## src/rtl/lb_pkg.sv

```systemverilog
// Types shared by the line-buffer write- and read-side controllers.
package lb_pkg;

  typedef enum logic [1:0] {
    IDLE  = 2'd0,
    WRITE = 2'd1,
    DRAIN = 2'd2
  } lbw_state_t;

endpackage

```

## src/rtl/mod_counter.sv

```systemverilog
// Modulo-N counter with synchronous clear (priority) and increment enable.
// Registered output, no handshake; clr wins over inc in the same cycle.
module mod_counter #(
  parameter int N = 4,
  parameter int W = (N > 1) ? $clog2(N) : 1
) (
  input  logic         clk,
  input  logic         rst,
  input  logic         clr,
  input  logic         inc,
  output logic [W-1:0] cnt
);

  always_ff @(posedge clk or posedge rst) begin
    if (rst) begin
      cnt <= '0;
    end else if (clr) begin
      cnt <= '0;
    end else if (inc) begin
      cnt <= (cnt == W'(N - 1)) ? '0 : cnt + 1'b1;
    end
  end

endmodule

```

## src/rtl/lb_write_controller.sv

```systemverilog
// Circular line-buffer write controller: zero-latency write address from accepted pixels.
// inReady drops while every line slot holds an unreleased line; it never looks at inValid.
module lb_write_controller
  import lb_pkg::*;
#(
  parameter int LINES     = 4,
  parameter int LINE_BITS = $clog2(LINES),
  parameter int WIDTH     = 1920,
  parameter int AW        = $clog2(WIDTH),
  parameter int HEIGHT    = 1080,
  parameter int HW        = $clog2(HEIGHT),
  parameter int SH        = 3
) (
  input  logic                 clk,
  input  logic                 rst,
  input  logic                 frameStart,
  input  logic                 inValid,
  output logic                 inReady,
  output logic                 wrEn,
  output logic [LINE_BITS-1:0] wrLine,
  output logic [AW-1:0]        wrCol,
  output logic [HW-1:0]        wrRow,
  input  logic                 lineRelease,
  output logic [LINE_BITS-1:0] rdBase,
  output logic [LINE_BITS:0]   linesAvail,
  output logic                 stencilReady,
  output logic                 rowWritten,
  output logic                 frameDone
);

  lbw_state_t state;
  logic       start;
  logic       accept;
  logic       rowDone;
  logic       relOk;

  assign start        = (state == IDLE) && frameStart;
  assign inReady      = (state == WRITE) && (linesAvail < (LINE_BITS + 1)'(LINES));
  assign accept       = inValid && inReady;
  assign wrEn         = accept;
  assign rowDone      = accept && (wrCol == AW'(WIDTH - 1));
  assign relOk        = lineRelease && (linesAvail != '0);
  assign stencilReady = linesAvail >= (LINE_BITS + 1)'(SH);

  mod_counter #(.N(WIDTH), .W(AW)) uColCnt (
    .clk (clk), .rst (rst), .clr (start), .inc (accept), .cnt (wrCol)
  );

  mod_counter #(.N(LINES), .W(LINE_BITS)) uWrLineCnt (
    .clk (clk), .rst (rst), .clr (start), .inc (rowDone), .cnt (wrLine)
  );

  mod_counter #(.N(LINES), .W(LINE_BITS)) uRdBaseCnt (
    .clk (clk), .rst (rst), .clr (start), .inc (relOk), .cnt (rdBase)
  );

  always_ff @(posedge clk or posedge rst) begin
    if (rst) begin
      state      <= IDLE;
      wrRow      <= '0;
      linesAvail <= '0;
      rowWritten <= 1'b0;
      frameDone  <= 1'b0;
    end else begin
      rowWritten <= rowDone;
      frameDone  <= 1'b0;

      // Simultaneous completion and release cancel, keeping wrLine == rdBase + linesAvail.
      if (start) begin
        linesAvail <= '0;
      end else if (rowDone && !relOk) begin
        linesAvail <= linesAvail + 1'b1;
      end else if (relOk && !rowDone) begin
        linesAvail <= linesAvail - 1'b1;
      end

      if (start) begin
        wrRow <= '0;
      end else if (rowDone) begin
        wrRow <= wrRow + 1'b1;
      end

      case (state)
        IDLE: begin
          if (frameStart) begin
            state <= WRITE;
          end
        end
        WRITE: begin
          if (rowDone && (wrRow == HW'(HEIGHT - 1))) begin
            state <= DRAIN;
          end
        end
        DRAIN: begin
          if (linesAvail == '0) begin
            state     <= IDLE;
            frameDone <= 1'b1;
          end
        end
        default: state <= IDLE;
      endcase
    end
  end

endmodule

```

## config.mk

```make
export PLATFORM = sky130hd
export DESIGN_NAME = lb_write_controller
export DESIGN_NICKNAME = d
export VERILOG_FILES = /design/src/rtl/lb_pkg.sv /design/src/rtl/mod_counter.sv /design/src/rtl/lb_write_controller.sv
export SDC_FILE = /design/constraint.sdc
export NUM_CORES = 1
export LEC_CHECK = 0
export ABC_AREA = 1
export BUFFER_PORTS_ARGS = -buffer_cell sky130_fd_sc_hd__buf_2
export CORE_MARGIN = 2
export CORE_UTILIZATION = 35
export CTS_BUF_LIST = sky130_fd_sc_hd__clkbuf_4 sky130_fd_sc_hd__clkbuf_8 sky130_fd_sc_hd__clkbuf_16
export CTS_CLUSTER_DIAMETER = 120
export DETAILED_ROUTE_END_ITERATION = 8
export GPL_ROUTABILITY_DRIVEN = 0
export SETUP_SLACK_MARGIN = 0.3
export SLEW_MARGIN = 20
export SYNTH_ARGS = -nofsm -noshare
export SYNTH_HDL_FRONTEND = slang
export SYNTH_SLANG_ARGS = --single-unit
```

## constraint.sdc

```tcl
create_clock -name clk -period 2.2 [get_ports clk]
set_clock_uncertainty 0.1 [all_clocks]
set_input_delay 0.22 -clock clk [delete_from_list [all_inputs] [get_ports clk]]
set_output_delay 0.22 -clock clk [all_outputs]
set_load 0.01 [all_outputs]
```

==> results by group <==
Synth
  – Post-synthesis sequential element count: 33
  – Syn nets: roughly 250
  – Post-synthesis sequential area ratio: 42.7%
  – Yosys cell types: 32
  – Synth Instances: approximately 240
  – Mapped Area: about 1900 um^2
  – Avg Cell Area, Syn: approximately 8 um^2
  – Synth Warn #: 0

Timing
  – Worst hold margin: -0.00859 ns
  – FMAX: about 540 MHz
  – Pin slew with the least headroom to its limit: between 0.8 and 0.9 ns
  – Setup violations, final: 0
  – RSZ-0062 raised after global routing: true
  – Count of final max-slew check failures: 0
  – Setup tns final: 0 ns
  – Final hold vios: 16
  – Final period utilization: a little over four fifths
  – Slew margin rel.: between 40 and 50%
  – Final setup margin: 0.357 ns
  – Tmin final: approximately 1.8 ns

Setup path
  – Critical R2R Launch: uColCnt.cnt[0]
  – Most frequent CP cell: nand2_1
  – Crit-path cells: ha_4 -> nand2_4 -> nor2_4 -> nand3_4 -> nor2_4 -> fa_2 -> xnor2_2 -> inv_1 -> nand2_1 -> nand2_1 -> nand2_1 -> nand2_1
  – Critical Path AT: 1.92 ns
  – Worst Path Max Fanout: 4
  – R2R setup slack: 0.36 ns
  – CP max-delay cell: dfrtp_2
  – Crit path required time: about 2.3 ns
  – Cells on worst reg2reg path: 12
  – CP delay by family, top: adder cells
  – Worst Setup End Kind: register
  – Worst path max stage delay: 0.43 ns
  – Setup crit start kind: register
  – Reg2reg end: linesAvail[2]
  – Crit path kind: reg -> reg
  – Crit path buf inv count: 1

Worst hold path
  – Worst hold path type: in -> async

Clocking
  – Clk slew on worst S/H paths: approximately 0.070 ns
  – Total CTS buffers: 5
  – Clock tree buffer depth: 2
  – H-Tree Depth: 2
  – # hold bufs at CTS: 0
  – Worst-skew pair later-pin latency: 0.28 ns
  – Sink Count: 33
  – CTS tree: yes
  – CTS root buf: clkbuf_8

Floorplanning
  – Die H: between 70 and 80 um
  – Num ports: 39
  – CORE AREA: between 5000 and 6000 um^2
  – Die width: a little under 80 um
  – Initial Util: a little over a third
  – DIE AREA: roughly 6000 um^2
  – Rows: 27

Route
  – DR iter-0 viols: 59
  – Vias: between 1500 and 2000
  – Via-per-instance ratio: just under 5
  – WL final: 4.89 mm
  – Router iterations before antenna repair: 4
  – Drt drc: 0
  – Antenna Nets Post-Route: 0
  – WL/cell: approximately 13 um

Final layout
  – Nets: ~300
  – Syn-to-layout area delta: 24.8%
  – Core Util, Final: between 40% and 50%
  – Design Area, Final: roughly 2400 um^2
  – Share of layout cells above drive strength 1: a little under a third
  – # diodes: 0
  – Post-Layout Cell Count: ~370

Power and ir drop
  – PD cells: around 690 nW/um^2
  – Leak: ~1.2 nW
  – Max VDD drop: 0.467 mV

Placement
  – Detail Placement HPWL: 3.50 mm
  – Dpl cell area: about 2200 um^2
  – Port-buffer cells: 38
  – Dpl cells: 351
  – Post-Place Setup Slack: 0.224 ns

Global routing
  – Initial antenna violation count: 0
  – Largest net degree at the start of global routing: 21
  – First-pass GRT wire length: 8.22 mm
  – Number of global-route vias before repair: roughly 1700
  – GRT Residual Overflow: 0
  – Total Routing Usage GR: 16.9%

Flow run
  – Maxcap violations: 0

Run status
  – Failing checks: negative hold slack
  – Status: finished with violations
==> how the worst max path moves through the flow <==
stage                    from             to  slack, ns  cells past startpoint
3_5_place_dp   uColCnt.cnt[1]  linesAvail[2]       0.22                     12
5_1_grt        uColCnt.cnt[0]  linesAvail[2]       0.22                     12
2_1_floorplan  uColCnt.cnt[1]  linesAvail[2]       0.29                     12
4_1_cts         linesAvail[1]  linesAvail[2]       0.31                     12
3_3_place_gp   uColCnt.cnt[1]  linesAvail[2]       0.25                     12
6_report       uColCnt.cnt[0]  linesAvail[2]       0.36                     12
==> synthesized netlist by cell type (all sizes together) <==
| cell | count | share of area, % |
|---|---|---|
| nand3b | 2 | 0.78 |
| nand2 | 56 | 12 |
| xor2 | 2 | 0.91 |
| a22oi | 1 | 0.39 |
| or2 | 1 | 0.32 |
| fa | 1 | 1.0 |
| o21a | 1 | 0.39 |
| xnor2 | 2 | 0.91 |
| a21oi | 8 | 2.1 |
| a211oi | 1 | 0.39 |
| o21ai | 16 | 4.1 |
| clkinv | 1 | 0.19 |
| buf | 4 | 1.6 |
| dfrtp | 33 | 43 |
| nand4 | 13 | 4.2 |
| nand3 | 23 | 7.9 |
| ha | 4 | 2.6 |
| inv | 32 | 6.2 |
| nor2 | 25 | 6.4 |
| nor3 | 11 | 3.1 |
| o31ai | 4 | 1.6 |
==> repair_timing <==
| item | 4_1_cts | 5_1_grt |
|---|---|---|
| resized for setup | 0 | 10 |
| endpoints found under the hold margin | 0 | 0 |
| pin swaps | 0 | 6 |
| endpoints found under the setup margin | 2 | 4 |
| buffers inserted | 3 | 5 |
==> metal layers <==
metal  track usage, %  routed length (um)  vias up
li1                 -                   -      902
met1             21.2                2200      859
met2             29.4                2420       38
met3             4.02                 239        6
met4             4.21                  35        0
met5                0                   0        -
==> where the power goes <==
part	total (mW)	internal (mW)	leakage [nW]	switching (mW)
clock network	0.480	0.262	0.0498	0.218
logic	0.401	0.169	0.723	0.233
registers	0.794	0.691	0.433	0.103
total	1.68	1.12	1.21	0.554
==> flip-flops by register name (all words and copies together), names as in the netlist <==
register        cells
uColCnt.cnt        11
frameDone           1
state               2
wrRow              11
rowWritten          1
uWrLineCnt.cnt      2
linesAvail          3
uRdBaseCnt.cnt      2
==> cell usage in the layout (no fill, tap or decap), types with 2 or more instances in the layout <==
cell / instances
nand2_1: 51
buf_2: 38
dfrtp_1: 28
inv_1: 25
nor2_1: 18
nand3_1: 16
nand4_1: 13
o21ai_0: 13
buf_4: 12
nor3_1: 10
a21oi_1: 8
inv_2: 6
nand3_2: 6
nor2_4: 5
clkbuf_8: 5
dfrtp_2: 5
o31ai_1: 4
nand2_4: 3
o21ai_1: 3
ha_1: 3
clkbuf_4: 3
nor2_2: 2
nand2_2: 2
nand3b_1: 2
xor2_1: 2
==> area by class of cell <==
cell class	count	area, um^2
Multi-Input combinational cell	171	995
Fill cell	561	3020
Clock buffer	8	91.3
Inverter	33	126
Timing Repair Buffer	50	280
Sequential cell	33	832
Tap cell	72	90.1
==> metrics by stage <==
| stage | power [mW] | hold slack, ns |
|---|---|---|
| 2_1_floorplan | 1.03 | 0.249 |
| 3_3_place_gp | 1.17 | 0.317 |
| 3_5_place_dp | 1.18 | 0.316 |
| 4_1_cts | 1.69 | 0.0106 |
| 5_1_grt | 1.79 | 0.0437 |
| 6_report | 1.68 | -0.00859 |
==> kinds of logic after synthesis <==
logic type / after synthesis / synth area share, %
xor+xnor: 4 / 1.81
buf+inv: 37 / 8.02
fa+ha+maj: 5 / 3.62
flops: 33 / 42.7
compound gates: 31 / 8.92
simple gates: 131 / 35.0
No activity file was read; power rests on OpenSTA's default activity.
